`src/rtl/adc_conv_sched.sv`:
```
// adc_conv_sched
//   Round-robin conversion scheduler for the shared differential ADC.
//   Grants one of N_REQ requesters, powers the ADC up, waits one full frame
//   so the analog mux settles, captures the next frame's sign-magnitude result
//   and returns it in two's complement. Powers the ADC down after an idle
//   period, and a watchdog reports a missing SAMPLE strobe as an error.
//
// Ports
//   clk_i, rst_ni    system clock (also the ADC clock), async active-low reset
//   en_i             scheduler enable; low aborts to OFF without a done pulse
//   req_i            level request per channel, held until its done_o pulse
//   done_o, err_o    one-cycle one-hot completion pulse, error flag with it
//   result_raw_o     captured ADC word, sign-magnitude (MSB 1 = positive)
//   result_o         two's complement of result_raw_o
//   busy_o           scheduler is not in OFF
//   adc_pd_o         ADC power-down
//   adc_rst_o        ADC reset (active high)
//   adc_chsel_o      analog mux select = granted channel
//   adc_sample_i     ADC SAMPLE strobe
//   adc_data_i       ADC DATAOUT
module adc_conv_sched #(
  parameter int N_REQ       = 4,
  parameter int NBITS       = 10,
  parameter int PWRUP_CYC   = 8,
  parameter int IDLE_PD_CYC = 64,
  parameter int TMO_CYC     = 40
) (
  input  logic                     clk_i,
  input  logic                     rst_ni,
  input  logic                     en_i,
  input  logic [N_REQ-1:0]         req_i,
  output logic [N_REQ-1:0]         done_o,
  output logic                     err_o,
  output logic [NBITS-1:0]         result_raw_o,
  output logic [NBITS-1:0]         result_o,
  output logic                     busy_o,
  output logic                     adc_pd_o,
  output logic                     adc_rst_o,
  output logic [$clog2(N_REQ)-1:0] adc_chsel_o,
  input  logic                     adc_sample_i,
  input  logic [NBITS-1:0]         adc_data_i
);

  localparam int CH_W    = $clog2(N_REQ);
  localparam int MAX_PI  = (PWRUP_CYC > IDLE_PD_CYC) ? PWRUP_CYC : IDLE_PD_CYC;
  localparam int CNT_MAX = (MAX_PI > TMO_CYC) ? MAX_PI : TMO_CYC;
  // The counter only ever holds 0..CNT_MAX-1.
  localparam int CNT_W   = (CNT_MAX < 2) ? 1 : $clog2(CNT_MAX);

  typedef enum logic [2:0] {
    ST_OFF,
    ST_PWRUP,
    ST_SYNC,
    ST_CONV,
    ST_ARB
  } state_t;

  state_t             state_q, state_d;
  logic [CNT_W-1:0]   cnt_q, cnt_d;
  logic [CH_W-1:0]    ptr_q, ptr_d;
  logic [CH_W-1:0]    chsel_q, chsel_d;
  logic [N_REQ-1:0]   done_q, done_d;
  logic               err_q, err_d;
  logic [NBITS-1:0]   raw_q, raw_d;
  logic               pd_q, pd_d;
  logic               rst_q, rst_d;
  logic               sample_q;

  logic               rise;
  logic               gnt_vld;
  logic [CH_W-1:0]    gnt_idx;
  logic [CH_W-1:0]    cand;

  // Sign-magnitude (MSB 1 = positive) to two's complement. The magnitude
  // has one bit less than the result, so negation cannot overflow.
  function automatic logic [NBITS-1:0] sm_to_twos(input logic [NBITS-1:0] raw);
    logic [NBITS-1:0] mag;
    mag = {1'b0, raw[NBITS-2:0]};
    return raw[NBITS-1] ? mag : (~mag + 1'b1);
  endfunction

  assign rise = adc_sample_i & ~sample_q;

  // Round-robin search starting one past the last granted channel, so a
  // requester that keeps its request up is served again only after the others.
  always_comb begin
    gnt_vld = 1'b0;
    gnt_idx = ptr_q;
    cand    = ptr_q;
    for (int k = 1; k <= N_REQ; k++) begin
      cand = CH_W'((int'(ptr_q) + k) % N_REQ);
      if (!gnt_vld && req_i[cand]) begin
        gnt_vld = 1'b1;
        gnt_idx = cand;
      end
    end
  end

  always_comb begin
    state_d = state_q;
    cnt_d   = cnt_q;
    ptr_d   = ptr_q;
    chsel_d = chsel_q;
    done_d  = '0;
    err_d   = 1'b0;
    raw_d   = raw_q;

    unique case (state_q)
      ST_OFF: begin
        if (en_i && gnt_vld) begin
          ptr_d   = gnt_idx;
          chsel_d = gnt_idx;
          state_d = ST_PWRUP;
          cnt_d   = '0;
        end
      end
      ST_PWRUP: begin
        if (int'(cnt_q) + 1 >= PWRUP_CYC) begin
          state_d = ST_SYNC;
          cnt_d   = '0;
        end else begin
          cnt_d = cnt_q + CNT_W'(1);
        end
      end
      // The frame in flight at SYNC entry was sampled with the old mux
      // setting; it is skipped and the next full frame is converted.
      ST_SYNC, ST_CONV: begin
        if (rise) begin
          cnt_d = '0;
          if (state_q == ST_SYNC) begin
            state_d = ST_CONV;
          end else begin
            raw_d   = adc_data_i;
            done_d  = N_REQ'(1) << chsel_q;
            state_d = ST_ARB;
          end
        end else if (int'(cnt_q) >= TMO_CYC - 1) begin
          // Missing strobe: report an error result and power-cycle the ADC.
          raw_d   = '0;
          done_d  = N_REQ'(1) << chsel_q;
          err_d   = 1'b1;
          state_d = ST_OFF;
          cnt_d   = '0;
        end else begin
          cnt_d = cnt_q + CNT_W'(1);
        end
      end
      ST_ARB: begin
        if (en_i && gnt_vld) begin
          ptr_d   = gnt_idx;
          chsel_d = gnt_idx;
          state_d = ST_SYNC;
          cnt_d   = '0;
        end else if (int'(cnt_q) + 1 >= IDLE_PD_CYC) begin
          state_d = ST_OFF;
          cnt_d   = '0;
        end else begin
          cnt_d = cnt_q + CNT_W'(1);
        end
      end
      default: begin
        state_d = ST_OFF;
        cnt_d   = '0;
      end
    endcase

    // Disable wins over everything: any pending conversion is dropped silently.
    if (!en_i) begin
      state_d = ST_OFF;
      cnt_d   = '0;
      done_d  = '0;
      err_d   = 1'b0;
      raw_d   = raw_q;
      ptr_d   = ptr_q;
      chsel_d = chsel_q;
    end

    // ADC controls are registered from the next state so they never glitch.
    pd_d  = (state_d == ST_OFF);
    rst_d = (state_d == ST_OFF) || (state_d == ST_PWRUP);
  end

  always_ff @(posedge clk_i or negedge rst_ni) begin
    if (!rst_ni) begin
      state_q  <= ST_OFF;
      cnt_q    <= '0;
      ptr_q    <= CH_W'(N_REQ - 1);
      chsel_q  <= '0;
      done_q   <= '0;
      err_q    <= 1'b0;
      raw_q    <= '0;
      pd_q     <= 1'b1;
      rst_q    <= 1'b1;
      sample_q <= 1'b0;
    end else begin
      state_q  <= state_d;
      cnt_q    <= cnt_d;
      ptr_q    <= ptr_d;
      chsel_q  <= chsel_d;
      done_q   <= done_d;
      err_q    <= err_d;
      raw_q    <= raw_d;
      pd_q     <= pd_d;
      rst_q    <= rst_d;
      sample_q <= adc_sample_i;
    end
  end

  assign done_o       = done_q;
  assign err_o        = err_q;
  assign result_raw_o = raw_q;
  assign result_o     = sm_to_twos(raw_q);
  assign busy_o       = (state_q != ST_OFF);
  assign adc_pd_o     = pd_q;
  assign adc_rst_o    = rst_q;
  assign adc_chsel_o  = chsel_q;

endmodule

```
`config.mk`:
```
export PLATFORM = sky130hd
export DESIGN_NAME = adc_conv_sched
export DESIGN_NICKNAME = d
export VERILOG_FILES = /design/src/rtl/adc_conv_sched.sv
export SDC_FILE = /design/constraint.sdc
export NUM_CORES = 1
export LEC_CHECK = 0
export ABC_AREA = 1
export BUFFER_PORTS_ARGS = -buffer_cell sky130_fd_sc_hd__buf_2
export CAP_MARGIN = 25
export CORE_MARGIN = 1
export CORE_UTILIZATION = 47
export DETAILED_ROUTE_END_ITERATION = 10
export PLACE_DENSITY_LB_ADDON = 0.15
export SLEW_MARGIN = 30
export SYNTH_ARGS = -nofsm -noshare
export SYNTH_HDL_FRONTEND = slang
export SYNTH_SLANG_ARGS = --single-unit
```
`constraint.sdc`:
```
create_clock -name clk_i -period 1.7 [get_ports clk_i]
set_input_delay 0.17 -clock clk_i [delete_from_list [all_inputs] [get_ports clk_i]]
set_output_delay 0.17 -clock clk_i [all_outputs]
set_load 0.05 [all_outputs]
```
==> results of run 1 <==
==> path summary, 6_finish.rpt <==
kind                                 start              end  cells past startpoint  slack (ns)
setup reg to reg                  ptr_q[1]         adc_pd_o                     13       -0.11
min in group asynchronous           rst_ni         sample_q                      2        0.47
max in group asynchronous           rst_ni  result_raw_o[6]                      2        0.74
setup / recovery           result_raw_o[0]      result_o[7]                      6       -0.17
hold reg to reg             adc_chsel_o[0]        done_o[0]                      1        0.47
hold / removal               adc_data_i[1]  result_raw_o[1]                      3        0.12
==> layout by cell type (no fill, tap or decap), types with 3 or more instances in the layout <==
cell type  netlist  routed
buf_2            1      39
buf_4            1      25
buf_6            0      11
clkbuf_8         0       6
dfrtp_1         27      20
dfrtp_2          0       7
dfstp_2          4       4
inv_1           36      28
inv_2            3       8
nand2_1         60      40
nand2_2         10      27
nand2_4          0       3
nand3_1         28      22
nand3_2          1       5
nor2_1          14       8
nor2_2           2       3
nor2_4           1       6
nor3_1           8       6
o21ai_0         18      13
o21ai_1          2       4
o21ai_2          0       3
xor2_1           9       3
xor2_2           0       3
xor2_4           0       3
==> layout make-up <==
class / instances / area [sq um]
multi-input cells: 172 / 1190
fillers: 255 / 806
flip-flops and latches: 31 / 790
repair buffers: 79 / 567
inverters: 39 / 155
clock buffers: 6 / 82.6
well taps: 48 / 60.1
clock inverters: 2 / 35.0
==> cell families after synthesis <==
family	Yosys count
AOI/OAI and AO/OA	31
xor gates and xnor gates	9
adders and majority gates	3
buffers and inverters	42
DFF	31
and+or+nand+nor	129
==> power by group through the flow <==
stage / Combinational (mW) / Sequential (mW) / Clock, mW
4_1_cts: 1.25 / 0.939 / 0.758
6_report: 1.61 / 0.956 / 0.740
5_1_grt: 1.73 / 0.972 / 0.793
2_1_floorplan: 0.716 / 1.11 / 0
3_3_place_gp: 1.19 / 0.948 / 0
3_5_place_dp: 1.20 / 0.947 / 0
==> critical path, stage by stage (launching register included) <==
cell and delay [ns]:
dfrtp_2 0.44, nor3_4 0.25, nand3_2 0.16, nor2_4 0.16
a21oi_2 0.10, xor2_4 0.16, buf_6 0.16
==> metal layers <==
metal	wire length (um)	global-route usage
met3	164	0.0554
met1	2070	0.295
met2	2500	0.412
met5	0	0
met4	101	0.0694
==> registers in the layout, summed over array words and instances (netlist names) <==
register and flops:
adc_pd_o 1, state_q 3, ptr_q 2, cnt_q 6, sample_q 1, result_raw_o 10
adc_chsel_o 2, err_o 1, adc_rst_o 1, done_o 4
==> timing repair <==
action                                 CTS  global route
pin swaps                                6            23
hold buffers                             2             0
resized for setup                       26            62
setup endpoints to repair                7            33
endpoints found under the hold margin   28             0
buffers inserted                         3            12
==> per-stage QoR <==
step           hold slack, ns  setup slack, ns   util  cells
3_3_place_gp            0.251           0.0121  0.633    353
2_1_floorplan          -0.126           -0.115      -    245
6_report                0.119           -0.170  0.782    377
5_1_grt                 0.140           -0.255  0.782    377
4_1_cts                 0.111           -0.132  0.705    366
3_5_place_dp            0.251          -0.0355  0.633    353
==> results.cfg, run 1 <==
[setup_path]
end_kind = output pin
crit_fanout = 3
cp.required_ns = 1.53
critPathKind = reg2out
worstPathArrival_ns = 1.70
cp-start-kind = flop

[routing]
wire_per_inst_um = 12.8
vias = 1903
vias_per_cell = 5.05
detail_route.wirelength_um = 4830
ant_nets = 0
firstDrtPassIters = 4
drt_iter0_drc = 77
drc = 0

[placed_design]
hpwl_um = 3060
routabilityCongestion = 0.834
dpl-instance-area_sq_mm = 0.00233
port_buffers = 47

[synthesis]
synth_commonest_cells = nand2_1 (60), inv_1 (36), nand3_1 (28), dfrtp_1 (27), o21ai_0 (18)
synth_area_leaders = dfrtp_1 (37%), nand2_1 (12%), nand3_1 (7.7%)
syn_area_sq_mm = 0.00182
synthArstFlopShare = 1.00
postSynthRegisterBits = 31
synth_compound_area_frac = 0.0955
yosys.area.top_type = dfrtp_1
synth_ff_type = dfrtp_1
syn_area_per_cell_sq_um = 7.44
syn_nets = 266
synth_cell_types = 29
synth_adder_area_share = 0.0206
synth-edff-count = 0
synth_top_area_share = 0.371
synth-simple-area-share = 0.323
yosysSeqAreaShare = 0.429
synthMostInstantiatedCell = nand2_1
synth-xor-area-share = 0.0433
synth.area.mux_share = 0
synth_top_family_by_area = simple AND/OR/NAND/NOR gates
yosys_warnings = 0
syn_inst = 245

[power_and_ir_drop]
netSwitchingPower_mw = 1.36
p_per_area_mw_per_mm2 = 1150
p_clk_frac = 0.224
ir_drop_mv = 1.07
power_mw = 3.30
p_seq_frac = 0.289
intPower_mw = 1.94
p_leak_nw = 1.46
switching_share = 0.413
combPwrFrac = 0.487

[job]
maxCapViolations = 0

[clocking]
ctsHtreeMaxLevel = 2
cts_tree = built
cts-root-buf = clkbuf_8
clock_path_buffers = 2
clk_pin_slew_worst_paths_ns = 0.06
clkSinkCount = 31
cts_buffers = 5
insertion_delay_ns = 0.28

[grt]
grt_usage = 0.239
grt_pass1_wl_um = 7560
antenna_found_initial = 0
grt_max_degree = 32
gr-total-overflow = 0
grt_pass1_vias = 1771

[finish]
area_growth_syn_to_layout_pct = 58.2
num-nets-final = 349
drive_gt1_frac = 0.523
antenna_cells = 0
final_area_sq_mm = 0.00288

[die]
rows = 22
start_util = 0.494
dieArea_sq_mm = 0.00413
num_io_pins = 48
core_sq_mm = 0.00369
die_h_um = 64.3
die_w_um = 64.3

[status]
violations = negative setup slack
status = complete, but fails checks

[sta]
slew_violations = 0
final-setup-viol-count = 18
skew_ns = 0.00460
worstMarginPinSlew_ns = 0.696
setup_tns_ns = -1.14
relSlewSlack = 0.536
post-route-period-util = 1.10
hold_viol = 0
fmax_mhz = 535
fin_ws_ns = -0.170
grt_setup_unrepaired = true
fin_crit_ns = 1.87

[worst_hold_path]
worstHoldPathType = in2reg
Note: power is estimated with default switching activity, not from simulation.
==> inputs of run 2 (changes only) <==
- CORE_MARGIN: 1 -> 8
==> run 2 against run 1 <==
Compared with the run above: the run still ends with negative setup slack left; die area rose by 48%; hold slack got worse by 0.10 ns; sequential power fell by 1%; cell area fell by 4.7%; clock-buffer cell count did not move; critical path type unchanged; largest power group unchanged.
==> results.cfg, run 2 (synthesis results as in run 1) <==
[status]
status = complete, but fails checks
violations = negative setup slack

[worst_hold_path]
whs_path_depth = 1
worstHoldPathType = in2reg

[finish]
final_common_cell = nand2_1
num-nets-final = 342
fin_cells = 370
antenna_cells = 0
final_area_sq_mm = 0.00275
post-route-util = 0.745
final_cell_mix = nand2_1 (47), buf_2 (39), inv_1 (33), nand3_1 (26), buf_4 (21)
area_growth_syn_to_layout_pct = 50.8
drive_gt1_frac = 0.460
largest_reg_flops = 10

[routing]
detail_route.wirelength_um = 4660
drt_iter0_drc = 99
vias = 1848
wire_per_inst_um = 12.6
firstDrtPassIters = 4
ant_nets = 0
drc = 0
vias_per_cell = 4.99

[sta]
hold_viol = 0
fin_crit_ns = 1.86
fin_ws_ns = -0.162
worstMarginPinSlew_ns = 0.670
grt_setup_unrepaired = true
fmax_mhz = 537
skew_ns = 0.00437
post-route-period-util = 1.10
slew_violations = 0
final-setup-viol-count = 7
relSlewSlack = 0.553

[clocking]
cts-root-buf = clkbuf_8
clock_path_buffers = 2
clk_pin_slew_worst_paths_ns = 0.06
insertion_delay_ns = 0.27
cts_buffers = 5
ctsHtreeMaxLevel = 2
clkSinkCount = 31
cts_tree = built

[die]
die_h_um = 78.3
dieArea_sq_mm = 0.00612
start_util = 0.494
die_w_um = 78.3
core_sq_mm = 0.00369
rows = 22
num_io_pins = 48

[setup_path]
path_cells = inv_2 -> ha_4 -> nand3_4 -> nor3_4 -> buf_6 -> a21oi_4 -> xor2_4 -> buf_6
crit_cells = 8
cp_common_cell = buf_6
critPathKind = reg2out
path_buf_inv = 3
cp-start-kind = flop
worst-r2r-setup-slack_ns = -0.01
startpoint = result_raw_o[1]
cp.required_ns = 1.53
r2r_end = adc_rst_o
end_kind = output pin
rr_worst_depth = 13
crit_path_top_delay_cell = dfrtp_2
crit_fanout = 3
worstPathArrival_ns = 1.69
crit_family = flip-flops
slowest_delay_ns = 0.44
worstSetupEndpoint = result_o[8]
reg2reg_from = ptr_q[0]

[placed_design]
routabilityCongestion = 0.792
dp.cells = 351
dpl-instance-area_sq_mm = 0.00232
port_buffers = 47
hpwl_um = 3310

[job]
maxCapViolations = 0

[power_and_ir_drop]
p_per_area_mw_per_mm2 = 1160
p_leak_nw = 1.44
ir_drop_mv = 1.15
power_mw = 3.18

[grt]
grt_pass1_vias = 1749
grt_pass1_wl_um = 7470
grt_max_degree = 32
antenna_found_initial = 0
gr-total-overflow = 0
grt_usage = 0.147
run 2: worst min-delay path by stage:
stage	from	to	slack, ns
after CTS	adc_sample_i	sample_q	0.007
after global placement	rst_ni	cnt_q[5]	0.25
final	adc_sample_i	sample_q	0.01
after detailed placement	rst_ni	cnt_q[5]	0.25
after floorplan	rst_ni	adc_chsel_o[0]	-0.13
after global routing	adc_sample_i	sample_q	0.01
run 2: final cells by class:
class	instances	area, sq um
multi-input combinational	172	1140
fill	264	941
sequential	31	790
timing repair buffer	72	492
inverter	39	149
clock buffer	6	82.6
tap	48	60.1
clock inverter	2	35.0
run 2: routing by layer:
| layer | GRT usage | share of wire |
|---|---|---|
| met4 | 0.0389 | 0.0019 |
| met3 | 0.0433 | 0.062 |
| met5 | 0 | 0 |
| met1 | 0.174 | 0.41 |
| met2 | 0.252 | 0.52 |
run 2: report_power, final:
part           internal (mW)  switching (mW)  total [mW]
registers              0.844          0.0987       0.942
logic                  0.540           0.970        1.51
clock network          0.473           0.252       0.725
total                   1.86            1.32        3.18
run 2: what timing repair did:
action / CTS / global route
cloned: 0 / 0
buffers inserted: 2 / 8
endpoints found under the hold margin: 27 / 0
pin swaps: 5 / 17
hold buffers: 1 / 0
resized for setup: 16 / 51
setup endpoints to repair: 6 / 23
run 2: stage by stage:
step            TNS [ns]  setup slack, ns  hold slack, ns
2_1_floorplan     -0.239           -0.115          -0.126
3_3_place_gp   -0.000641        -0.000641           0.253
3_5_place_dp      -0.110          -0.0736           0.254
4_1_cts           -0.665           -0.201         0.00744
5_1_grt            -2.29           -0.240          0.0108
6_report          -0.567           -0.162          0.0144
run 2: worst reg2reg max path, delay by kind of cell, from the launching register on:
family,cells,cell delay (ns)
simple gates,11,0.95
flops,1,0.58
buf+inv,2,0.11
